File: src/rtl/pixie_dma_scheduler.sv
// Display DMA scheduler for a CDP1861-style video generator.
// Paces DMA-out requests to the CDP1802 and repeats each fetched row over LINE_REPEAT scan lines.
module pixie_dma_scheduler #(
    parameter logic [15:0] START_ADDR     = 16'h0900,
    parameter int          BYTES_PER_LINE = 8,
    parameter int          FIRST_LINE     = 64,
    parameter int          LAST_LINE      = 191,
    parameter int          LINE_REPEAT    = 4,
    parameter int          INT_LINE       = 62
) (
    input  logic        clk,
    input  logic        reset_n,
    input  logic        clk_enable,
    input  logic [1:0]  SC,
    input  logic        disp_on,
    input  logic        disp_off,
    input  logic        line_start,
    input  logic [8:0]  line_num,
    output logic        DMAO,
    output logic        INT,
    output logic        EFx,
    output logic [15:0] dma_addr,
    output logic        fb_we,
    output logic [7:0]  fb_waddr,
    output logic        underrun
);

    localparam logic [7:0] BPL8   = 8'(BYTES_PER_LINE);
    localparam logic [8:0] FIRST9 = 9'(FIRST_LINE);
    localparam logic [8:0] LAST9  = 9'(LAST_LINE);
    localparam logic [8:0] REP9   = 9'(LINE_REPEAT);
    localparam logic [8:0] INT9   = 9'(INT_LINE);

    typedef enum logic [1:0] {IDLE, WAIT_LINE, REQ, LINE_DONE} state_t;

    state_t      state;
    logic        display_en;
    logic        disp_en_nxt;
    logic [7:0]  byte_cnt;
    logic        last_row_line;
    logic        last_frame_line;
    logic        pend_req;

    logic [7:0]  addr_off;
    logic [7:0]  row_off;
    logic [7:0]  next_row_off;
    logic [15:0] row_end_addr;
    logic [8:0]  line_rel;
    logic        line_active;
    logic        efx_window;
    logic        ack;

    // disp_off dominates so a simultaneous on/off leaves the display disabled.
    always_comb begin
        disp_en_nxt = display_en;
        if (clk_enable && disp_on)  disp_en_nxt = 1'b1;
        if (clk_enable && disp_off) disp_en_nxt = 1'b0;
    end

    // All addressing lives in a 256-byte window above START_ADDR, so offsets wrap naturally.
    assign addr_off     = 8'(dma_addr - START_ADDR);
    assign row_off      = addr_off - byte_cnt;
    assign next_row_off = last_row_line ? row_off + BPL8 : row_off;
    assign row_end_addr = last_frame_line ? START_ADDR : START_ADDR + {8'h00, next_row_off};

    assign line_rel    = line_num - FIRST9;
    assign line_active = (line_num >= FIRST9) && (line_num <= LAST9);
    assign efx_window  = ((line_num >= FIRST9 - 9'd4) && (line_num <= FIRST9 - 9'd1)) ||
                         ((line_num >= LAST9 - 9'd3) && (line_num <= LAST9));
    assign ack         = clk_enable && (SC == 2'b10);

    // NOTE: every output is a flop updated with non-blocking assignments; fb_we defaults low
    // each cycle so it can only ever be a single-clock strobe.
    always_ff @(posedge clk or negedge reset_n) begin
        if (!reset_n) begin
            state           <= IDLE;
            display_en      <= 1'b0;
            byte_cnt        <= 8'd0;
            last_row_line   <= 1'b0;
            last_frame_line <= 1'b0;
            pend_req        <= 1'b0;
            DMAO            <= 1'b1;
            INT             <= 1'b0;
            EFx             <= 1'b1;
            dma_addr        <= START_ADDR;
            fb_we           <= 1'b0;
            fb_waddr        <= 8'd0;
            underrun        <= 1'b0;
        end else begin
            display_en <= disp_en_nxt;
            fb_we      <= 1'b0;

            // Row flags describe the line now starting; the old values still steer this cycle.
            if (line_start) begin
                EFx             <= !efx_window;
                last_row_line   <= ((line_rel % REP9) == REP9 - 9'd1);
                last_frame_line <= (line_num == LAST9);
            end

            if (!disp_en_nxt)
                INT <= 1'b0;
            else if (line_start && (line_num == INT9) && display_en)
                INT <= 1'b1;
            else if ((clk_enable && (SC == 2'b11)) || (line_start && (line_num == INT9 + 9'd2)))
                INT <= 1'b0;

            if (clk_enable && disp_on)
                underrun <= 1'b0;
            else if (line_start && (state == REQ) && disp_en_nxt)
                underrun <= 1'b1;

            if (!disp_en_nxt) begin
                state    <= IDLE;
                DMAO     <= 1'b1;
                byte_cnt <= 8'd0;
                pend_req <= 1'b0;
                dma_addr <= START_ADDR + {8'h00, row_off};
            end else begin
                case (state)
                    IDLE: begin
                        if (display_en) state <= WAIT_LINE;
                    end
                    WAIT_LINE: begin
                        if (line_start) begin
                            pend_req <= 1'b0;
                            if (line_active) begin
                                state <= REQ;
                                DMAO  <= 1'b0;
                            end
                        end else if (pend_req) begin
                            pend_req <= 1'b0;
                            state    <= REQ;
                            DMAO     <= 1'b0;
                        end
                    end
                    REQ: begin
                        if (line_start) begin
                            // Late burst: abandon it, realign to the next row, re-request next clk.
                            state    <= WAIT_LINE;
                            DMAO     <= 1'b1;
                            byte_cnt <= 8'd0;
                            pend_req <= line_active;
                            dma_addr <= row_end_addr;
                        end else if (ack) begin
                            fb_we    <= 1'b1;
                            fb_waddr <= addr_off;
                            dma_addr <= START_ADDR + {8'h00, addr_off + 8'd1};
                            byte_cnt <= byte_cnt + 8'd1;
                            if (byte_cnt + 8'd1 == BPL8) begin
                                state <= LINE_DONE;
                                DMAO  <= 1'b1;
                            end
                        end
                    end
                    LINE_DONE: begin
                        state    <= WAIT_LINE;
                        byte_cnt <= 8'd0;
                        dma_addr <= row_end_addr;
                        pend_req <= line_start && line_active;
                    end
                    default: state <= IDLE;
                endcase
            end

            if (line_start && (line_num == FIRST9))
                dma_addr <= START_ADDR;
        end
    end

endmodule

File: config.mk
export PLATFORM = sky130hd
export DESIGN_NAME = pixie_dma_scheduler
export DESIGN_NICKNAME = d
export VERILOG_FILES = /design/src/rtl/pixie_dma_scheduler.sv
export SDC_FILE = /design/constraint.sdc
export NUM_CORES = 1
export LEC_CHECK = 0
export BUFFER_PORTS_ARGS = -buffer_cell sky130_fd_sc_hd__buf_2
export CORE_ASPECT_RATIO = 2
export CORE_MARGIN = 2
export CORE_UTILIZATION = 26
export CTS_CLUSTER_DIAMETER = 60
export DETAILED_ROUTE_END_ITERATION = 6
export HOLD_SLACK_MARGIN = 0.1
export PLACE_DENSITY_LB_ADDON = 0.3
export SKIP_LAST_GASP = 1
export SLEW_MARGIN = 20
export SYNTH_ARGS = -nofsm -noshare
export SYNTH_HDL_FRONTEND = slang
export SYNTH_SLANG_ARGS = --single-unit
File: constraint.sdc
create_clock -name clk -period 3.7 [get_ports clk]
set_clock_uncertainty 0.2 [all_clocks]
set_input_delay 0.37 -clock clk [delete_from_list [all_inputs] [get_ports clk]]
set_output_delay 0.37 -clock clk [all_outputs]
set_load 0.05 [all_outputs]
==> run metrics <==
root buf cell=clkbuf_16; DP Area=2760 sq um; register area share after synthesis=34.9%; status=completed; Async S/R FF share, synth=100%; Mapped Cells=290; fin crit share=88.5%; startpoint types=register; antenna violations before repair=0; die area=10,500 sq um; Global Route Usage Sum=15.0%; final core occ=a little under a third; core area=9380 sq um; element type at the critical path end=register; unrepaired setup endpoints after global routing=no; Slew Viols, Final=0; Detailed Routing Iterations Pass 1=4; Hold Crit Class=in2reg; CP max-delay cell=or4b_1; Area growth syn-to-layout=16.5%; Final nets=between 300 and 400; layout cells sized above 1=around 20%; largest net degree at the start of global routing=36; Post-synth top flop=dfrtp_1; drt first-iter violations=a little under 80; Post-synth EDFFs=0; FP Rows=50; flops & latches, synth=35; max-cap viol count=0; Port Buf Inserts=37; grt ovf=0; fmax=about 310 MHz; vias post-DR=around 2.3k; Max Fanout on Critical Path=7; Period minus WS final=around 3300 ps; die width=roughly 74 um; final hold viol count=0; setup bufs post-CTS=0; Sum Neg Setup Slack=0 ps; synthesized cell area=~2500 sq um; Slew headroom=~44%; TritonCTS clock tree=done; CP max stage delay=approximately 500 ps; Routed wire per std cell=between 15 and 20 um; clock sinks=35; hpwl dp=about 5700 um; Power per Cell Area=just under 700 nW/um^2; CTS max path bufs=2; Vias per Instance=5.38; critical path required time=about 3700 ps; Post-DRT Antenna Nets=0; boundary pin count=46; first-pass GRT wire length=between 10,000 and 15,000 um; Yosys warnings=0; critical-path cell list=ha_1 > inv_1 > fa_1 > a211oi_1 > or2_1 > and2_1 > ha_1 > nand2_1 > nor4b_2 > nor2_1 > or4b_1 > a31oi_1; H-tree levels=2; worst slew pin tran=around 840 ps; Yosys cell types=just under 60; Setup Viol. Count Final=0; Static Leak=~1.3 nW; Ant. Diodes=0; CP arrival=around 3300 ps; DRC viols=0; later-pin clock latency in the skew report=just under 300 ps; crit path kind=reg2reg; Initial Util=a little over a quarter; routability cong.=approximately 1.0; peak supply drop=between 0.0004 and 0.0005 V; Avg Cell Area, Syn=roughly 8.7 sq um; Routed WL=between 7000 and 8000 um; Inst Count DP=between 400 and 500; vias in the first global route=roughly 2.3k; total CTS buffers=5; CTS clock-pin slew for the worst setup and hold paths=~60 ps; die height=about 140 um; cell area after layout=~2900 sq um; most used cell, CP=ha_1; Non-Filler Instances=about 430
## path summary, 6_finish.rpt
path	start	to	slack [ps]	depth (start not counted)
setup / recovery	byte_cnt[0]	dma_addr[7]	430	12
hold / removal	clk_enable	underrun	110	2
setup reg to reg	byte_cnt[0]	dma_addr[7]	430	12
hold reg to reg	EFx	EFx	290	2
max in group asynchronous	reset_n	fb_waddr[1]	2240	2
min in group asynchronous	reset_n	fb_waddr[6]	510	2
## area by class of cell
cell class / count / area [sq um]
Clock inverter: 1 / 7.51
Multi-Input combinational cell: 224 / 1490
Inverter: 16 / 60.1
Clock buffer: 7 / 153
Timing Repair Buffer: 41 / 220
Tap cell: 104 / 130
Sequential cell: 35 / 878
Fill cell: 1014 / 6450
## worst max-delay path: cells and delay by family (launching register included)
family	cells	cell delay, ps
AND/OR/NAND/NOR	6	1330
adder cells (fa/ha/maj)	3	760
flip-flops	1	440
AO/OA/AOI/OAI	2	430
buffers and inverters	1	50
## where the power goes
| group | total, mW | leakage [nW] | internal, mW | switching [mW] |
|---|---|---|---|---|
| registers | 0.549 | 0.462 | 0.441 | 0.108 |
| clock network | 0.459 | 0.0761 | 0.286 | 0.172 |
| logic | 0.995 | 0.759 | 0.359 | 0.636 |
## metal layers
layer	vias up	track usage [%]	wire length (um)
met5	-	0	0
met4	0	9.47	343
met3	19	1.98	143
met2	45	27.1	4140
met1	1125	15.7	2700
li1	1113	-	-
## cell usage after synthesis, drive strengths merged (2+ instances only)
cell type	n	area share (%)
a211oi	5	2.2
a21o	4	1.2
a21oi	14	2.8
a221oi	2	0.70
a31oi	6	1.5
and2	3	0.84
and3	7	1.7
buf	16	3.9
clkbuf	5	0.74
conb	2	0.30
dfrtp	33	33
dfstp	2	2.1
ha	14	7.0
inv	16	2.4
mux2	10	4.5
mux2i	3	1.2
nand2	20	3.0
nand2b	3	0.74
nand3	16	3.2
nand4	4	0.99
nor2	17	2.5
nor2b	2	0.50
nor3	10	2.0
nor3b	2	0.60
nor4	2	0.50
nor4b	3	1.3
o211ai	5	1.5
o21a	3	0.94
o21ai	30	6.0
o221ai	2	0.70
o22ai	2	0.50
o2bb2ai	2	0.70
o31ai	2	0.60
or2	2	0.50
xnor2	5	1.7
xor2	2	0.70
## timing repair
item / CTS / global route
hold buffers: 2 / 0
endpoints found under the hold margin: 34 / 0
gates resized for setup: 0 / 0
## cell families after synthesis
group / after synthesis / synth area share [%]
fa+ha+maj: 15 / 7.75
simple gates: 97 / 20.4
other cells: 2 / 0.298
mux: 13 / 5.66
flops: 35 / 34.9
xor+xnor: 7 / 2.43
buf+inv: 37 / 7.00
compound gates: 84 / 21.6
## state kept, by name, summed over array words and instances (netlist names), 2 cells and up
| signal | cells |
|---|---|
| byte_cnt | 8 |
| dma_addr | 8 |
| fb_waddr | 8 |
| state | 2 |
## through the flow
step	hold WS, ps	worst slack (ps)	total power, mW
final	111	425	2.00
after global routing	128	161	2.14
after CTS	101	438	2.02
after detailed placement	281	450	1.55
after global placement	281	520	1.54
after floorplan	-126	374	1.30
## cells in the final DEF (no fill, tap or decap), types with 3 or more instances in the layout
cell type  synthesis  layout
o21ai_0           30      30
a211oi_1           3       3
xnor2_1            5       5
conb_1             2       8
and3_1             7       7
nand4_1            4       4
nand3_1           16      16
buf_2              6      37
a21oi_1           14      14
inv_1             15      15
nand2_1           20      20
o211ai_1           5       5
mux2i_1            3       3
nor2_1            17      17
clkbuf_16          0       5
a21o_1             3       3
dfrtp_1           33      33
mux2_2            10      10
a31oi_1            6       6
nor3_1            10      10
ha_1              14      14
nand2b_1           3       3
Power figures use the tool's default switching activity.
